===== config.mk =====
export PLATFORM = sky130hd
export DESIGN_NAME = fam_edge_dispatcher
export DESIGN_NICKNAME = d
export VERILOG_FILES = /design/src/rtl/fam_pkg.sv /design/src/rtl/fam_bundle_reg.sv /design/src/rtl/fam_edge_dispatcher.sv
export SDC_FILE = /design/constraint.sdc
export NUM_CORES = 1
export LEC_CHECK = 0
export BUFFER_PORTS_ARGS = -buffer_cell sky130_fd_sc_hd__buf_4
export CAP_MARGIN = 20
export CORE_MARGIN = 4
export CORE_UTILIZATION = 50
export DETAILED_ROUTE_END_ITERATION = 8
export GPL_TIMING_DRIVEN = 1
export PLACE_DENSITY = 0.76
export SETUP_SLACK_MARGIN = 0.2
export SLEW_MARGIN = 10
export SYNTH_ARGS = -nofsm -noshare
export SYNTH_HDL_FRONTEND = slang
export SYNTH_SLANG_ARGS = --single-unit

===== constraint.sdc =====
create_clock -name clk -period 2.2 [get_ports clk]
set_clock_uncertainty 0.1 [all_clocks]
set_input_delay 0.11 -clock clk [delete_from_list [all_inputs] [get_ports clk]]
set_output_delay 0.11 -clock clk [all_outputs]
set_load 0.01 [all_outputs]

===== src/rtl/fam_pkg.sv =====
// Shared types for the FAM edge dispatcher: edge record, 4-lane bundle and gather FSM states.
package fam_pkg;

  localparam int ADDRW = 16;
  localparam int WL    = 32;
  localparam int LANES = 4;
  localparam int SLOTS = LANES - 1;

  typedef struct packed {
    logic [ADDRW-1:0] src;
    logic [ADDRW-1:0] dst;
    logic [WL-1:0]    value;
  } edge_t;

  typedef struct packed {
    edge_t [LANES-1:0] lane;
    logic  [LANES-1:0] valid;
    logic              last;
  } bundle_t;

  typedef enum logic {
    S_IDLE = 1'b0,
    S_FILL = 1'b1
  } gather_state_e;

endpackage


===== src/rtl/fam_bundle_reg.sv =====
// Output bundle register: holds a bundle until the FAM consumes it; contents read as zero when empty.
module fam_bundle_reg
  import fam_pkg::*;
(
  input  logic    clk,
  input  logic    rst_n,
  input  logic    load_i,
  input  bundle_t bundle_i,
  input  logic    out_ready_i,
  output logic    out_valid_o,
  output bundle_t bundle_o
);

  logic    valid_q;
  bundle_t bundle_q;
  logic    consume;

  assign consume = valid_q & out_ready_i;

  // A load always wins over a consume, so load-and-consume keeps valid high.
  always_ff @(posedge clk or negedge rst_n) begin
    if (!rst_n) begin
      valid_q  <= 1'b0;
      bundle_q <= '0;
    end else if (load_i) begin
      valid_q  <= 1'b1;
      bundle_q <= bundle_i;
    end else if (consume) begin
      valid_q  <= 1'b0;
      bundle_q <= '0;
    end
  end

  assign out_valid_o = valid_q;
  assign bundle_o    = bundle_q;

endmodule


===== src/rtl/fam_edge_dispatcher.sv =====
// Packs a serial edge stream into 4-lane FAM bundles, flushing partial bundles on in_last.
// Optional FAM_EDGE_ZERO_DROP_EN: accepted zero-valued edges are counted but never occupy a lane.
module fam_edge_dispatcher
  import fam_pkg::*;
(
  input  logic             clk,
  input  logic             rst_n,
  input  logic             in_valid,
  output logic             in_ready,
  input  logic [ADDRW-1:0] in_src,
  input  logic [ADDRW-1:0] in_dst,
  input  logic [WL-1:0]    in_value,
  input  logic             in_last,
  input  logic             out_ready,
  output logic             out_valid,
  output logic             out_last,
  output logic [ADDRW-1:0] src0,
  output logic [ADDRW-1:0] src1,
  output logic [ADDRW-1:0] src2,
  output logic [ADDRW-1:0] src3,
  output logic [ADDRW-1:0] dst0,
  output logic [ADDRW-1:0] dst1,
  output logic [ADDRW-1:0] dst2,
  output logic [ADDRW-1:0] dst3,
  output logic [WL-1:0]    value0,
  output logic [WL-1:0]    value1,
  output logic [WL-1:0]    value2,
  output logic [WL-1:0]    value3,
  output logic             valid0,
  output logic             valid1,
  output logic             valid2,
  output logic             valid3,
  output logic [31:0]      edge_count
);

  gather_state_e     state_q, state_d;
  logic [1:0]        cnt_q, cnt_d;
  logic [2:0]        cnt_w;
  edge_t [SLOTS-1:0] slot_q;
  logic [31:0]       edge_count_q;

  edge_t             in_edge;
  logic              accept, drop, load;
  edge_t [LANES-1:0] lane_d;
  logic  [LANES-1:0] vld_d;
  bundle_t           bundle_d, bundle_q;

  assign in_ready = ~out_valid | out_ready;
  assign accept   = in_valid & in_ready;
  assign in_edge  = '{src: in_src, dst: in_dst, value: in_value};
  assign cnt_w    = {1'b0, cnt_q};

`ifdef FAM_EDGE_ZERO_DROP_EN
  assign drop = (in_value == '0);
`else
  assign drop = 1'b0;
`endif

  // A dropped edge never fills the fourth lane, but its in_last still flushes.
  assign load = accept & (in_last | (~drop & (cnt_q == 2'd3)));

  always_comb begin
    state_d = state_q;
    cnt_d   = cnt_q;
    if (load) begin
      state_d = S_IDLE;
      cnt_d   = 2'd0;
    end else if (accept && !drop) begin
      state_d = S_FILL;
      cnt_d   = cnt_q + 2'd1;
    end
  end

  always_ff @(posedge clk or negedge rst_n) begin
    if (!rst_n) begin
      state_q      <= S_IDLE;
      cnt_q        <= 2'd0;
      slot_q       <= '0;
      edge_count_q <= 32'd0;
    end else begin
      state_q <= state_d;
      cnt_q   <= cnt_d;
      if (accept && !drop && !load) slot_q[cnt_q] <= in_edge;
      if (accept) edge_count_q <= edge_count_q + 32'd1;
    end
  end

  // Lanes below cnt come from the gather slots, lane cnt takes the incoming edge.
  for (genvar i = 0; i < LANES; i++) begin : g_lane
    localparam logic [2:0] IDX = 3'(i);
    logic from_slot, from_in;
    assign from_slot = (IDX < cnt_w);
    assign from_in   = (IDX == cnt_w) && !drop;
    assign vld_d[i]  = from_slot | from_in;
    if (i < SLOTS) begin : g_slot
      assign lane_d[i] = from_slot ? slot_q[i] : (from_in ? in_edge : '0);
    end else begin : g_tail
      assign lane_d[i] = from_in ? in_edge : '0;
    end
  end

  assign bundle_d = '{lane: lane_d, valid: vld_d, last: in_last};

  fam_bundle_reg u_bundle_reg (
    .clk         (clk),
    .rst_n       (rst_n),
    .load_i      (load),
    .bundle_i    (bundle_d),
    .out_ready_i (out_ready),
    .out_valid_o (out_valid),
    .bundle_o    (bundle_q)
  );

  assign out_last   = bundle_q.last;
  assign src0       = bundle_q.lane[0].src;
  assign src1       = bundle_q.lane[1].src;
  assign src2       = bundle_q.lane[2].src;
  assign src3       = bundle_q.lane[3].src;
  assign dst0       = bundle_q.lane[0].dst;
  assign dst1       = bundle_q.lane[1].dst;
  assign dst2       = bundle_q.lane[2].dst;
  assign dst3       = bundle_q.lane[3].dst;
  assign value0     = bundle_q.lane[0].value;
  assign value1     = bundle_q.lane[1].value;
  assign value2     = bundle_q.lane[2].value;
  assign value3     = bundle_q.lane[3].value;
  assign valid0     = bundle_q.valid[0];
  assign valid1     = bundle_q.valid[1];
  assign valid2     = bundle_q.valid[2];
  assign valid3     = bundle_q.valid[3];
  assign edge_count = edge_count_q;

endmodule


# Yosys cells after proc, flatten, opt, wreduce, memory -nomap -nowiden
# Index checks and enable logic that the tools add are counted.
# word_totals
output_inout_bits	295
ramBits	0
n_memories	0
rom_bits	0
latch_bits	0
input_bits	69
ff_bits	488
# classes
shifts	0
bitwise_logic	10
div	0
n_reduce_logical	6
n_mul	0
magnitude_cmp	6
eq_ne	4
n_mux	16
n_addsub	2
# op_table
op	n
2-to-1 mux 261 bit	2
2-to-1 mux 64 bit	8
bitwise mux 192 bit	1
demux 64 bit (select 2 bit)	1
adder 32 x 1 -> 32 bit (second input constant)	1
bitwise OR 1 bit	6
equality test 2 bit (first input constant)	2
< comparator 1 x 2 -> 1 bit (first input constant)	2
< comparator 2 bit (first input constant)	2
2-to-1 mux 2 bit	2
nonzero test 2 bit	2
AND 1 bit	3
zero test 3 bit	1
< comparator 2 x 3 -> 1 bit (second input constant)	1
adder 2 x 1 -> 2 bit (second input constant)	1
equality test 1 x 2 -> 1 bit (first input constant)	1
equality test 2 bit (second input constant)	1
greater-or-equal comparator 2 x 1 -> 1 bit (second input constant)	1
logical AND 1 bit	2
2-to-1 mux 1 bit	2
zero test 1 bit	1
inverter 1 bit	1

# Logic depth before layout (Yosys ltp)
# Gate-level depths: netlist (run 1).
# logic_depth
ltp_word	6
ltp_mapped	10
ltp_nobuf	6

# Hierarchy
# Synthesis (run 1) repeated with hierarchy kept, for this count alone.
# hier_totals
hier_cells	2140
area_unflattened_um2	23261.1
# by_module_without_submodules
mod	instances	cells_per_inst	area_per_inst_um2
fam_bundle_reg	1	1135	11758.8
fam_edge_dispatcher	1	1005	11502.3

# Least setup slack after synthesis (run 1)
# OpenSTA, ideal clock, no wires.
# synth_path
path_type	register to register
startpoint	register cnt_q[1]
endpoint	register, netlist name u_bundle_reg.bundle_o[37]
setup_time_ns	0.130
t_arrival_ns	1.998
t_required_ns	1.970
slack_ns	-0.028
synth_period_minus_slack_ns	2.228
stages_incl_launch_ff	9
path_cell_list	dfrtp_1 inv_1 clkbuf_1 ha_1 clkbuf_1 buf_2 clkbuf_1 mux2i_1 o2bb2ai_1
# synth_via
elab_chain_len	4
elab_cells_between_ends	9
cone_classes	order compare: 1; eq/ne: 1; mux: 3; bitwise: 2; reduce/logical: 2
# synth_rtl
element	line	source
from (decl)	fam_edge_dispatcher.sv:37	logic [1:0] cnt_q, cnt_d;
from (signal assigned)	fam_edge_dispatcher.sv:82	cnt_q <= cnt_d;
equality test 2 bit / zero test 3 bit (equally long branches)	fam_edge_dispatcher.sv:60, fam_edge_dispatcher.sv:93	
bitwise OR 1 bit / 2-to-1 mux 64 bit (equally long branches)	fam_edge_dispatcher.sv:60, fam_edge_dispatcher.sv:96	
AND 1 bit / 2-to-1 mux 64 bit (equally long branches)	fam_edge_dispatcher.sv:60, fam_edge_dispatcher.sv:96	
2-to-1 mux 261 bit / nonzero test 2 bit (equally long branches)	--	
# Several ways; a longest one is shown, not always the timed one.
# A chain may end at the register's enable or synchronous reset.

# Worst setup path after layout (run 1)
# layout_path
startpoint	register edge_count_q[4], in the netlist edge_count[4]
endpoint	register edge_count_q[21], in the netlist edge_count[21]
# layout_via
elab_chain_len	1
# layout_rtl
element	line	source
from (decl)	fam_edge_dispatcher.sv:40	logic [31:0] edge_count_q;
from (signal assigned)	fam_edge_dispatcher.sv:84	if (accept) edge_count_q <= edge_count_q + 32'd1;
adder 32 x 1 -> 32 bit	fam_edge_dispatcher.sv:84	
# No other way between the ends.

==> results.txt, run 1 <==
clk slew on worst S/H paths: 0.06 ns
port bufs: 363
TritonRoute pass-1 iters: 5
Final Hold Violating Endpoints: 0
non-filler cells in the finished layout: 2522
max frequency: 507.2 MHz
worst-margin pin slew: 0.5114 ns
pre-CTS setup slack: 0.1265 ns
run status: completed
io pins: 364
Die W: 208.4 microns
Finish-stage setup viols: 0
YS warnings: 0
most common cell after layout, fill and taps aside: dfrtp_1
CP max stage cell: or3_1
Clock Tree Buf Depth: 3
relative max-transition margin: 65.90%
Multi-input gate area: 7336 sq um
Routed WL: 58.92 mm
Layout area overhead: 32.30%
GRT overflow: 0
Reg area: 12190 sq um
hold_ws: 0.2505 ns
Final period util: 89.62%
clk_lat worst skew: 0.57 ns
most frequent cells in the layout: 482 x dfrtp_1, 402 x buf_4, 194 x o2bb2ai_1, 193 x mux2_2, 102 x a21oi_1
final setup TNS: 0 ns
Placement Rows: 73
area of the mapped netlist: 20070 sq um
RSZ-0062 raised after global routing: true
Total Routing Usage GR: 26.20%
Worst Path Max Fanout: 5
Worst path most repeated cell: or3_1
CP peak stage delay: 0.45 ns
Die Span Y: 208.4 microns
# DRC: 0
CTS H-tree lvls: 2
Seq cells post-synth: 487
HP Class: in -> reg
layout cells sized above 1: 37.68%
Setup Crit Path Kind: reg -> reg
DP Cell Count: 2334
DP Wirelength: 35.48 mm
Routed wire per std cell: 23.36 microns
global-route wire length before repair: 91.87 mm
fill count: 2838
critical-path cell list: nand4_1, or3_1, or3_1, nor3_1, xor2_1
VDD IR max: 0.5983 mV
vias in the first global route: 15750
Sink Count: 487
TritonCTS Buffers: 50
CP Capture Type: flop
sequential fraction of the synthesis area: 60.71%
nets@finish: 2032
die area: 43420 sq um
Max Cap Viol: 0
clock period minus worst slack: 1.972 ns
Syn Area/Cell: 13.23 sq um
CP Launch Type: flop
CP arrival: 2.36 ns
final antenna-violating net count: 0
CTS root buffer: clkbuf_16
PnR worst setup slack: 0.2284 ns
core area: 39730 sq um
Via density: 5.923
Post-Syn Nets: 1592
antenna violations before repair: 1
CP Data Required Time: 2.59 ns
initial DRC count: 1002
largest net degree at the start of global routing: 71
cells after synthesis: 1517
starting density of the core: 50.52%
CTS tree: done
count of pins over their slew limit: 0
Via Count: 14940
Final GP Congestion: 0.8091
Yosys cell types: 36
Leak Pwr: 12.83 nW
PwrDens: 1143 nW/um^2
final timing paths:
path	startpoint	end	slack (ns)	depth (start not counted)
worst max-delay path	edge_count[4]$_DFFE_PN0P_	edge_count[21]$_DFFE_PN0P_	0.23	5
worst max register to register	edge_count[4]$_DFFE_PN0P_	edge_count[21]$_DFFE_PN0P_	0.23	5
worst min register to register	edge_count[31]$_DFFE_PN0P_	edge_count[31]$_DFFE_PN0P_	0.37	1
max in group asynchronous	rst_n	u_bundle_reg.bundle_o[222]$_DFFE_PN0P_	0.72	4
worst min-delay path	in_src[14]	u_bundle_reg.bundle_o[259]$_DFFE_PN0P_	0.25	3
min in group asynchronous	rst_n	u_bundle_reg.bundle_o[11]$_DFFE_PN0P_	0.54	3
cells in the mapped netlist, drive strengths merged:
| master | number | area [sq um] |
|---|---|---|
| dfrtp | 487 | 12190 |
| o2bb2ai | 194 | 1699 |
| mux2 | 193 | 2173 |
| a21oi | 102 | 510.5 |
| clkbuf | 72 | 270.3 |
| and3 | 70 | 437.9 |
| a22o | 65 | 569.3 |
| mux2i | 64 | 640.6 |
| nand2 | 57 | 214.0 |
| buf | 54 | 369.1 |
| nor2 | 52 | 195.2 |
| a22oi | 26 | 195.2 |
| xnor2 | 17 | 148.9 |
| xor2 | 14 | 122.6 |
| nand3 | 8 | 40.04 |
| nand4 | 7 | 43.79 |
| ha | 6 | 75.07 |
| nor3 | 6 | 35.03 |
| inv | 5 | 18.77 |
| o21ai | 3 | 18.77 |
| or2 | 3 | 18.77 |
| or3 | 3 | 18.77 |
| nor4 | 2 | 18.77 |
| a21boi | 1 | 7.510 |
| a21o | 1 | 7.510 |
| and2 | 1 | 6.260 |
| and4 | 1 | 8.760 |
| nand2b | 1 | 6.260 |
| nor2b | 1 | 6.260 |
| or4 | 1 | 11.26 |
through the flow:
step / area, sq um / total power [mW] / utilization (%)
after floorplan: 20100 / 17.44 / -
after global placement: 23630 / 20.64 / 59.48
after detailed placement: 23630 / 21.02 / 59.48
after CTS: 26300 / 30.35 / 66.19
after global routing: 26560 / 31.76 / 66.84
final: 26560 / 30.35 / 66.84
kinds of logic after synthesis:
kind of cell,after synthesis,share of synthesized area (%)
flip-flops,487,60.71
AO/OA/AOI/OAI,392,14.98
multiplexers,257,14.02
AND/OR/NAND/NOR,213,5.286
buffers and inverters,131,3.278
XOR/XNOR,31,1.353
adder cells (fa/ha/maj),6,0.3740
worst max-delay path: cells and delay by family (launching register included):
kind	cells	cell delay, ns
XOR/XNOR	1	0.17
flip-flops	1	0.35
AND/OR/NAND/NOR	4	1.28
sequential cells by signal, summed over array words and instances (netlist names):
name,flops
edge_count,32
u_bundle_reg.bundle_o,261
slot_q,192
cnt_q,2
timing repair:
item,CTS,global route
hold buffers,69,0
setup buffers,14,6
cloned,2,5
resized for setup,9,19
pin swaps,5,5
endpoints found under the setup margin,244,228
endpoints found under the hold margin,940,0
report_power, final:
part	switching [mW]	internal [mW]	leakage [nW]
combinational	3.82	4.27	5.65
sequential	1.63	11.6	6.30
clock	3.56	5.44	0.880
final cells by class:
cell class | instances | area share, %
inverters | 5 | 0.07067
multi-input cells | 899 | 27.62
clock buffers | 74 | 5.818
repair buffers | 514 | 17.28
diodes | 1 | 0.009422
clock inverters | 17 | 0.8197
flip-flops and latches | 487 | 45.91
well taps | 525 | 2.473
routing by layer:
metal  vias to the layer above  track usage (%)  routed length, microns
met3                       122            3.875                    3150
met4                         0            9.354                    2053
li1                       6506                -                       -
met2                       531            42.74                   28700
met1                      7780            36.20                   25020
met5                         -                0                       0
No activity file was read; power rests on OpenSTA's default activity.
==> run 2, diff against run 1 <==
- CTS_BUF_LIST: default -> sky130_fd_sc_hd__clkbuf_16
==> results.txt, run 2 (synthesis gave the netlist of run 1 again) <==
TritonCTS Buffers: 50 (unchanged)
CTS root buffer: clkbuf_16
max frequency: 501.0 MHz (-1.2%)
Hold Startpoint: in_src[13]
Final GP Congestion: 0.8091 (unchanged)
max FFs per register: 261 (unchanged)
Die W: 208.4 microns (unchanged)
nets@finish: 2032 (unchanged)
core area: 39730 sq um (unchanged)
Routed wire per std cell: 23.34 microns (about the same)
worst r2r path cells: 5 (unchanged)
final antenna-violating net count: 0 (unchanged)
DP Wirelength: 35.48 mm (unchanged)
reg2reg setup slack: 0.20 ns (-0.02 ns)
vias in the first global route: 15730 (-0.12%)
port bufs: 363 (unchanged)
FF-to-FF Start: edge_count[4]$_DFFE_PN0P_
final setup TNS: 0 ns (unchanged)
Final period util: 90.72% (+1.1 points)
CTS H-tree lvls: 2 (unchanged)
GRT overflow: 0 (unchanged)
fill count: 2862 (+0.85%)
Via Count: 14930 (-0.067%)
global-route wire length before repair: 91.80 mm (about the same)
dpl cell area: 23630 sq um (unchanged)
# DRC: 0 (unchanged)
die area: 43420 sq um (unchanged)
CP Data Required Time: 2.59 ns (about the same)
Routed WL: 58.87 mm (about the same)
Worst Path Max Fanout: 5 (unchanged)
Final Hold Violating Endpoints: 0 (unchanged)
Setup Crit Path Kind: reg -> reg
routed wl met3: 3.077 mm (-2.3%)
Sink Count: 487 (unchanged)
relative max-transition margin: 65.85% (about the same)
HP Class: in -> reg
routed metal-1 wire length: 25.24 mm (+0.88%)
Clock Tree Buf Depth: 3 (unchanged)
Finish-stage setup viols: 0 (unchanged)
Leak Pwr: 12.77 nW (-0.41%)
clock period minus worst slack: 1.996 ns (+0.02430 ns)
hold_ws: 0.2545 ns (+0.003990 ns)
count of pins over their slew limit: 0 (unchanged)
worst-margin pin slew: 0.5122 ns (+0.0007548 ns)
Placement Rows: 73 (unchanged)
clk slew on worst S/H paths: 0.06 ns (about the same)
met2 routed WL: 28.70 mm (about the same)
Via density: 5.920 (about the same)
Total Routing Usage GR: 26.16% (-0.033 points)
power consumption: 29.81 mW (-1.8%)
io pins: 364 (unchanged)
design area: 26410 sq um (-0.57%)
TritonRoute pass-1 iters: 5 (unchanged)
Worst Hold End: u_bundle_reg.bundle_o[258]$_DFFE_PN0P_
most frequent cells in the layout: 482 x dfrtp_1, 402 x buf_4, 194 x o2bb2ai_1, 193 x mux2_2, 102 x a21oi_1
Hold Crit Depth: 3 (unchanged)
run status: completed
initial DRC count: 1092 (+9.0%)
Layout area overhead: 31.55%
CP Launch Type: flop
largest net degree at the start of global routing: 71 (unchanged)
r2r endpoint: edge_count[21]$_DFFE_PN0P_
most common cell after layout, fill and taps aside: dfrtp_1
layout cells sized above 1: 36.92% (-0.75 points)
Die Span Y: 208.4 microns (unchanged)
RSZ-0062 raised after global routing: true
CP arrival: 2.39 ns (+0.03 ns)
starting density of the core: 50.52% (unchanged)
antenna violations before repair: 1 (unchanged)
VDD IR max: 0.6025 mV (+0.70%)
CP Capture Type: flop
Max Cap Viol: 0 (unchanged)
clk_lat worst skew: 0.57 ns (about the same)
CTS tree: done
PwrDens: 1129 nW/um^2 (-1.2%)
highest routed layer: met4
[run 2: cell count changes in the layout (fill, tap and decap cells not counted)]
cell	previous run	this run
nor2_1	50	51
clkinv_1	0	14
clkbuf_1	7	0
clkbuf_8	14	0
nor2_2	2	1
buf_16	7	6
inv_1	4	11
buf_12	19	20
[run 2: area by class of cell]
cell class / instances / area (sq um) / share of cell area [%]
Clock buffer: 53 / 1326 / 5.022
Antenna cell: 1 / 2.502 / 0.009476
Multi-Input combinational cell: 899 / 7333 / 27.77
Timing Repair Buffer: 514 / 4581 / 17.35
Clock inverter: 38 / 296.5 / 1.123
Sequential cell: 487 / 12190 / 46.17
Inverter: 5 / 18.77 / 0.07107
Tap cell: 525 / 656.9 / 2.487
[run 2: how the worst max path moves through the flow]
stage,from,to,slack (ns)
2_1_floorplan,cnt_q[1]$_DFFE_PN0P_,u_bundle_reg.bundle_o[55]$_DFFE_PN0P_,0.21
3_3_place_gp,cnt_q[0]$_DFFE_PN0P_,slot_q[122]$_DFFE_PN0P_,0.18
3_5_place_dp,cnt_q[0]$_DFFE_PN0P_,u_bundle_reg.bundle_o[6]$_DFFE_PN0P_,0.13
4_1_cts,cnt_q[0]$_DFFE_PN0P_,u_bundle_reg.bundle_o[121]$_DFFE_PN0P_,0.20
5_1_grt,cnt_q[1]$_DFFE_PN0P_,u_bundle_reg.bundle_o[87]$_DFFE_PN0P_,0.15
6_report,edge_count[4]$_DFFE_PN0P_,edge_count[21]$_DFFE_PN0P_,0.20
[run 2: stage by stage]
stage | cells | setup WS, ns | util [%]
after floorplan | 1517 | 0.2063 | -
after CTS | 2510 | 0.2008 | 65.84
after global placement | 2334 | 0.1819 | 59.48
final | 2522 | 0.2041 | 66.47
after detailed placement | 2334 | 0.1265 | 59.48
after global routing | 2522 | 0.1452 | 66.47
[run 2: worst max-delay path, stage by stage (launching register included)]
cell and delay, ns:
dfrtp_1 0.37, nand4_1 0.21, or3_1 0.44, or3_1 0.41
nor3_1 0.22, xor2_1 0.17
[run 2: repair_timing]
item | 4_1_cts | 5_1_grt
endpoints found under the setup margin | 244 | 230
gates cloned | 2 | 5
setup buffers | 14 | 6
pin swaps | 5 | 5
endpoints found under the hold margin | 940 | 0
resized for setup | 9 | 17
hold buffers | 69 | 0
[run 2: power breakdown]
group          leakage (nW)  internal [mW]  switching, mW  total (mW)
logic                  5.64           4.27           3.83        8.10
registers              6.30           11.6           1.63        13.3
clock network         0.831           4.92           3.54        8.46
[run 2: layer usage]
layer | GRT usage, % | vias to the layer above
met4 | 8.856 | 0
met3 | 3.815 | 108
met5 | 0 | -
met2 | 42.93 | 514
li1 | - | 6500
met1 | 36.19 | 7807
